### config.mk
export PLATFORM = sky130hd
export DESIGN_NAME = pipe_stage_reg
export DESIGN_NICKNAME = d
export VERILOG_FILES = /design/src/rtl/pipe_pkg.sv /design/src/rtl/pipe_skid_buf.sv /design/src/rtl/pipe_stage_reg.sv
export SDC_FILE = /design/constraint.sdc
export NUM_CORES = 1
export LEC_CHECK = 0
export ABC_AREA = 1
export CORE_ASPECT_RATIO = 0.75
export CORE_MARGIN = 4
export CORE_UTILIZATION = 55
export CTS_CLUSTER_SIZE = 20
export DETAILED_ROUTE_END_ITERATION = 10
export DONT_BUFFER_PORTS = 1
export GPL_TIMING_DRIVEN = 0
export PLACE_DENSITY = 0.7
export SLEW_MARGIN = 20
export SYNTH_ARGS = -nofsm -noshare
export SYNTH_HDL_FRONTEND = slang
export SYNTH_SLANG_ARGS = --single-unit
### constraint.sdc
create_clock -name clk -period 1.75 [get_ports clk]
set_input_delay 0.35 -clock clk [delete_from_list [all_inputs] [get_ports clk]]
set_output_delay 0.35 -clock clk [all_outputs]
set_load 0.01 [all_outputs]
### src/rtl/pipe_pkg.sv
// Shared types and per-stage kill constants for the elastic pipeline stage register.
// Optional feature macro used by pipe_stage_reg: PIPE_SKID_EN (adds a 1-entry skid buffer).
package pipe_pkg;

  typedef enum logic [1:0] {
    ST_EMPTY = 2'd0,
    ST_FULL  = 2'd1,
    ST_SKID  = 2'd2
  } pipe_state_e;

  localparam int CTRL_W_DEFAULT = 16;

  // Control value presented for a killed/bubble entry at each stage boundary.
  // ID/EX kills with the MemWrite byte mask (bits [5:2]) forced to all ones.
  localparam logic [CTRL_W_DEFAULT-1:0] IF_ID_CTRL_KILL  = 16'h0000;
  localparam logic [CTRL_W_DEFAULT-1:0] ID_EX_CTRL_KILL  = 16'h003C;
  localparam logic [CTRL_W_DEFAULT-1:0] EX_MEM_CTRL_KILL = 16'h0000;
  localparam logic [CTRL_W_DEFAULT-1:0] MEM_WB_CTRL_KILL = 16'h0000;

endpackage

### src/rtl/pipe_skid_buf.sv
// One-entry holding register (payload + control + valid) used as the skid slot
// of pipe_stage_reg when PIPE_SKID_EN is defined.
module pipe_skid_buf #(
  parameter int DATA_W = 64,
  parameter int CTRL_W = 16
) (
  input  logic              clk,
  input  logic              reset,
  input  logic              clear,
  input  logic              push,
  input  logic              pop,
  input  logic [DATA_W-1:0] push_data,
  input  logic [CTRL_W-1:0] push_ctrl,
  output logic              valid,
  output logic [DATA_W-1:0] data,
  output logic [CTRL_W-1:0] ctrl
);

  // Occupancy flag: clear (flush) wins over push, push wins over pop.
  always_ff @(posedge clk) begin
    if (reset || clear) valid <= 1'b0;
    else if (push)      valid <= 1'b1;
    else if (pop)       valid <= 1'b0;
  end

  // Parked entry contents, captured only on push.
  always_ff @(posedge clk) begin
    if (reset) begin
      data <= '0;
      ctrl <= '0;
    end else if (push) begin
      data <= push_data;
      ctrl <= push_ctrl;
    end
  end

endmodule

### src/rtl/pipe_stage_reg.sv
// Elastic pipeline stage register with valid/ready handshake, flush and bubble insertion.
// Optional feature macro: PIPE_SKID_EN -- adds a 1-entry skid buffer so in_ready is
// registered (no combinational path from out_ready).
//
// Handshake: an entry moves across a port on a clock edge where both valid and ready
// are high; valid never depends on ready of the same port, payload is held stable
// while valid=1 and ready=0, and out_ctrl equals CTRL_KILL whenever out_valid=0.
module pipe_stage_reg
  import pipe_pkg::*;
#(
  parameter int                DATA_W    = 64,
  parameter int                CTRL_W    = 16,
  parameter logic [CTRL_W-1:0] CTRL_KILL = '0
) (
  input  logic              clk,
  input  logic              reset,
  input  logic              flush,
  input  logic              bubble,
  input  logic              in_valid,
  output logic              in_ready,
  input  logic [DATA_W-1:0] in_data,
  input  logic [CTRL_W-1:0] in_ctrl,
  output logic              out_valid,
  input  logic              out_ready,
  output logic [DATA_W-1:0] out_data,
  output logic [CTRL_W-1:0] out_ctrl,
  output logic [1:0]        state
);

  pipe_state_e       state_q, state_d;
  logic [DATA_W-1:0] data_q, data_d;
  logic [CTRL_W-1:0] ctrl_q, ctrl_d;
  logic [CTRL_W-1:0] enter_ctrl;
  logic              slot_free;
  logic              enter;

  assign out_valid  = (state_q != ST_EMPTY);
  assign out_data   = data_q;
  assign out_ctrl   = ctrl_q;
  assign state      = state_q;

  // A bubble is an entry whose control is replaced wholesale by CTRL_KILL.
  assign enter_ctrl = bubble ? CTRL_KILL : in_ctrl;

`ifdef PIPE_SKID_EN
  logic              skid_valid;
  logic              skid_push;
  logic              skid_pop;
  logic [DATA_W-1:0] skid_data;
  logic [CTRL_W-1:0] skid_ctrl;

  pipe_skid_buf #(
    .DATA_W (DATA_W),
    .CTRL_W (CTRL_W)
  ) u_skid (
    .clk       (clk),
    .reset     (reset),
    .clear     (flush),
    .push      (skid_push),
    .pop       (skid_pop),
    .push_data (in_data),
    .push_ctrl (enter_ctrl),
    .valid     (skid_valid),
    .data      (skid_data),
    .ctrl      (skid_ctrl)
  );

  // Space exists whenever the skid slot is empty; independent of out_ready.
  assign slot_free = !skid_valid;
`else
  // Space exists if main is empty or is being drained this cycle.
  assign slot_free = !out_valid || out_ready;
`endif

  // Bubble holds off upstream so its entry loads on the following cycle.
  assign in_ready = slot_free && !bubble;
  // Something enters the stage this edge: a bubble, or an accepted input.
  assign enter    = slot_free && !flush && (bubble || in_valid);

  // Next-state and next main-register contents; flush overrides everything.
  always_comb begin
    state_d   = state_q;
    data_d    = data_q;
    ctrl_d    = ctrl_q;
`ifdef PIPE_SKID_EN
    skid_push = 1'b0;
    skid_pop  = 1'b0;
`endif
    if (flush) begin
      state_d = ST_EMPTY;
      ctrl_d  = CTRL_KILL;
    end else begin
      case (state_q)
        ST_EMPTY: begin
          if (enter) begin
            state_d = ST_FULL;
            data_d  = in_data;
            ctrl_d  = enter_ctrl;
          end
        end
        ST_FULL: begin
          if (enter) begin
`ifdef PIPE_SKID_EN
            if (out_ready) begin
              data_d = in_data;
              ctrl_d = enter_ctrl;
            end else begin
              skid_push = 1'b1;
              state_d   = ST_SKID;
            end
`else
            data_d = in_data;
            ctrl_d = enter_ctrl;
`endif
          end else if (out_ready) begin
            state_d = ST_EMPTY;
            ctrl_d  = CTRL_KILL;
          end
        end
`ifdef PIPE_SKID_EN
        ST_SKID: begin
          if (out_ready) begin
            data_d   = skid_data;
            ctrl_d   = skid_ctrl;
            skid_pop = 1'b1;
            state_d  = ST_FULL;
          end
        end
`endif
        default: begin
          state_d = ST_EMPTY;
          ctrl_d  = CTRL_KILL;
        end
      endcase
    end
  end

  // State register.
  always_ff @(posedge clk) begin
    if (reset) state_q <= ST_EMPTY;
    else       state_q <= state_d;
  end

  // Main payload/control register.
  always_ff @(posedge clk) begin
    if (reset) begin
      data_q <= '0;
      ctrl_q <= CTRL_KILL;
    end else begin
      data_q <= data_d;
      ctrl_q <= ctrl_d;
    end
  end

endmodule
==> out/metrics.csv <==
stage;metric;value;unit
timing;hold_viol;0;
hold_path;hp-class;primary input to register;
clocking;numCtsBuffers;9;
grt;grt_pass1_wl;12.1;mm
drt;via_per_inst;5.70;
grt;globalRouteOverflowTotal;0;
clocking;ctsHtreeMaxLevel;3;
grt;grt_pass1_vias;2447;
critical_path;regToRegSetupSlack;0.28;ns
floorplanning;rows;23;
critical_path;max_stage_delay;0.41;ns
placement;globalplace.congestion;0.771;
critical_path;path_cells;a21oi_4 -> buf_4;
synthesis;ys_ff_latch;81;
power;peakVddDrop;0.513;mV
critical_path;cp.arrival;1.29;ns
critical_path;crit_fanout;10;
timing;post-route-period-util;0.936;
finish;nets;468;
synthesis;synth-edff-count;0;
critical_path;start_kind;register;
synthesis;avgSynthCellArea;8.23;um^2
placement;hpwl;5.78;mm
finish;drive_above_1_share;0.117;
drt;ant_nets;0;
finish;fin_cells;459;
clocking;clock-sinks;81;
timing;setup_tns;0;ns
timing;rsz0062_at_grt;no;
placement;place_inst;446;
clocking;clk_pin_slew;0.08;ns
finish;areaGrowthSynthToFinish;10.5;%
critical_path;required;1.40;ns
critical_path;cp_slowest_cell;dfxtp_1;
synthesis;ys.flop_type;dfxtp_1;
critical_path;cp-end-kind;output port;
timing;holdWs;0.158;ns
critical_path;cp_num_buf_inv;1;
floorplanning;die_area;0.00682;mm^2
drt;drc;0;
status;outcome;finished, final reports clean;
synthesis;synth.net_count;457;
grt;gr-usage-all-layers;0.229;
critical_path;path_class;register to output port;
grt;antenna_found_initial;0;
synthesis;muxShareOfSynthArea;0;
drt;wl;7.89;mm
synthesis;synth_top_family_by_area;simple AND/OR/NAND/NOR gates;
drt;post_drt_wl_per_cell;17.2;um
synthesis;synth-xor-area-share;0;
synthesis;synth-simple-area-share;0.250;
synthesis;synth-compound-area-share;0.136;
timing;setup_viol;0;
placement;portBuffers;0;
timing;maxSlewViolCount;0;
floorplanning;ios;170;
floorplanning;coreArea;0.00535;mm^2
synthesis;synthAdderAreaFrac;0;
drt;via_count;2617;
synthesis;ys_seq_area_frac;0.531;
power;p_per_area;1160;mW/mm^2
synthesis;ys_types;15;
grt;grt_max_degree;13;
synthesis;syn-cell-area;0.00305;mm^2
timing;fin_crit;1.64;ns
synthesis;async_flop_share;0;
synthesis;yosys_warnings;0;
drt;dr.pass1.iters;4;
timing;clock_skew;0.00570;ns
clocking;ctsLongestPathBuffers;2;
floorplanning;die_h;72.5;um
power;p_leak;1.22;nW
floorplanning;initial_core_util;0.570;
drt;drt_iter0_drc;70;
critical_path;path_delay_family;flip-flops;
timing;fmax;611;MHz
clocking;ctsRootBufferMaster;clkbuf_8;
clocking;cts_tree;done;
job;drv_cap;0;
floorplanning;fp.dieW;94.0;um
clocking;clock_latency;0.34;ns
finish;diodes;0;
synthesis;netlist_instances;371;
## synthesized netlist by cell type, types with 4 or more instances
master | instances | area share
buf_4 | 11 | 0.027
dfxtp_1 | 81 | 0.53
a21oi_1 | 81 | 0.13
clkbuf_1 | 8 | 0.0098
nand3_1 | 96 | 0.16
buf_6 | 6 | 0.022
inv_1 | 4 | 0.0049
buf_2 | 11 | 0.018
nand2_1 | 67 | 0.082
## repair_timing
item                                    CTS  global route
hold buffers                              0             0
hold endpoints to repair                  0             0
setup buffers                             0             0
endpoints found under the setup margin    0             1
gates resized for setup                   0             1
## final cells by class
class                      count  area (um^2)
buffer                        36          235
clock buffer                   9          124
clock inverter                 4         95.1
fill                         491         1980
inverter                       4         15.0
multi-input combinational    250         1190
sequential                    81         1620
tap                           75         93.8
## through the flow
step / cell area (um^2) / util / power (mW) / worst slack [ns]
after floorplan: 3050 / - / 2.33 / 0.566
after global placement: 3150 / 0.588 / 2.41 / 0.381
after detailed placement: 3150 / 0.588 / 2.41 / 0.362
after CTS: 3370 / 0.629 / 3.95 / 0.0274
after global routing: 3370 / 0.630 / 4.10 / 0.0211
final: 3370 / 0.630 / 3.91 / 0.112
## placed cells by master (no fill, tap or decap)
cell type,Yosys,routed
nand3_1,96,96
a21oi_1,81,81
dfxtp_1,81,81
nand2_1,67,67
buf_4,11,11
buf_2,11,11
clkbuf_8,0,9
clkbuf_1,8,8
buf_6,6,6
inv_1,4,4
bufinv_16,0,3
a21oi_4,0,1
nand3_2,1,1
nor2_1,1,1
nor2_4,1,1
or2_2,1,1
conb_1,1,1
clkinv_2,0,1
## state kept, by name, summed over array words and instances, names as in the netlist
name	count
state	1
out_data	64
out_ctrl	16
## power breakdown
| part | internal [mW] | switching (mW) |
|---|---|---|
| logic | 0.125 | 0.203 |
| registers | 1.94 | 0.110 |
| clock network | 0.922 | 0.619 |
| total | 2.98 | 0.932 |
## path summary, 6_finish.rpt
kind,cells past startpoint,endpoint,start
setup / recovery,2,in_ready,state[0]$_SDFFE_PP0P_
hold / removal,2,out_ctrl[8]$_SDFFE_PP0P_,in_ctrl[8]
setup reg to reg,5,out_ctrl[0]$_SDFFE_PP0P_,state[0]$_SDFFE_PP0P_
hold reg to reg,2,out_data[54]$_SDFFE_PP0P_,out_data[54]$_SDFFE_PP0P_
## cell families (layout without fill, tap and decap cells)
kind of cell           after synthesis  count (layout)
other                                1               1
AO/OA/AOI/OAI                       82              82
buffers and inverters               40              53
AND/OR/NAND/NOR                    167             167
flip-flops                          81              81
## worst reg2reg max path: stages (launching register included)
cell and delay [ns]:
dfxtp_1 0.52, nand2_1 0.17, nand3_2 0.19, buf_2 0.26, nand3_1 0.12, a21oi_1 0.15
## per-layer routing
| layer | up-vias | share of wire | global-route usage |
|---|---|---|---|
| met5 | - | 0 | 0 |
| li1 | 1285 | - | - |
| met1 | 1198 | 0.39 | 0.273 |
| met4 | 0 | 0.015 | 0.0849 |
| met3 | 14 | 0.13 | 0.123 |
| met2 | 120 | 0.47 | 0.349 |
Note: power is estimated with default switching activity, not from simulation.
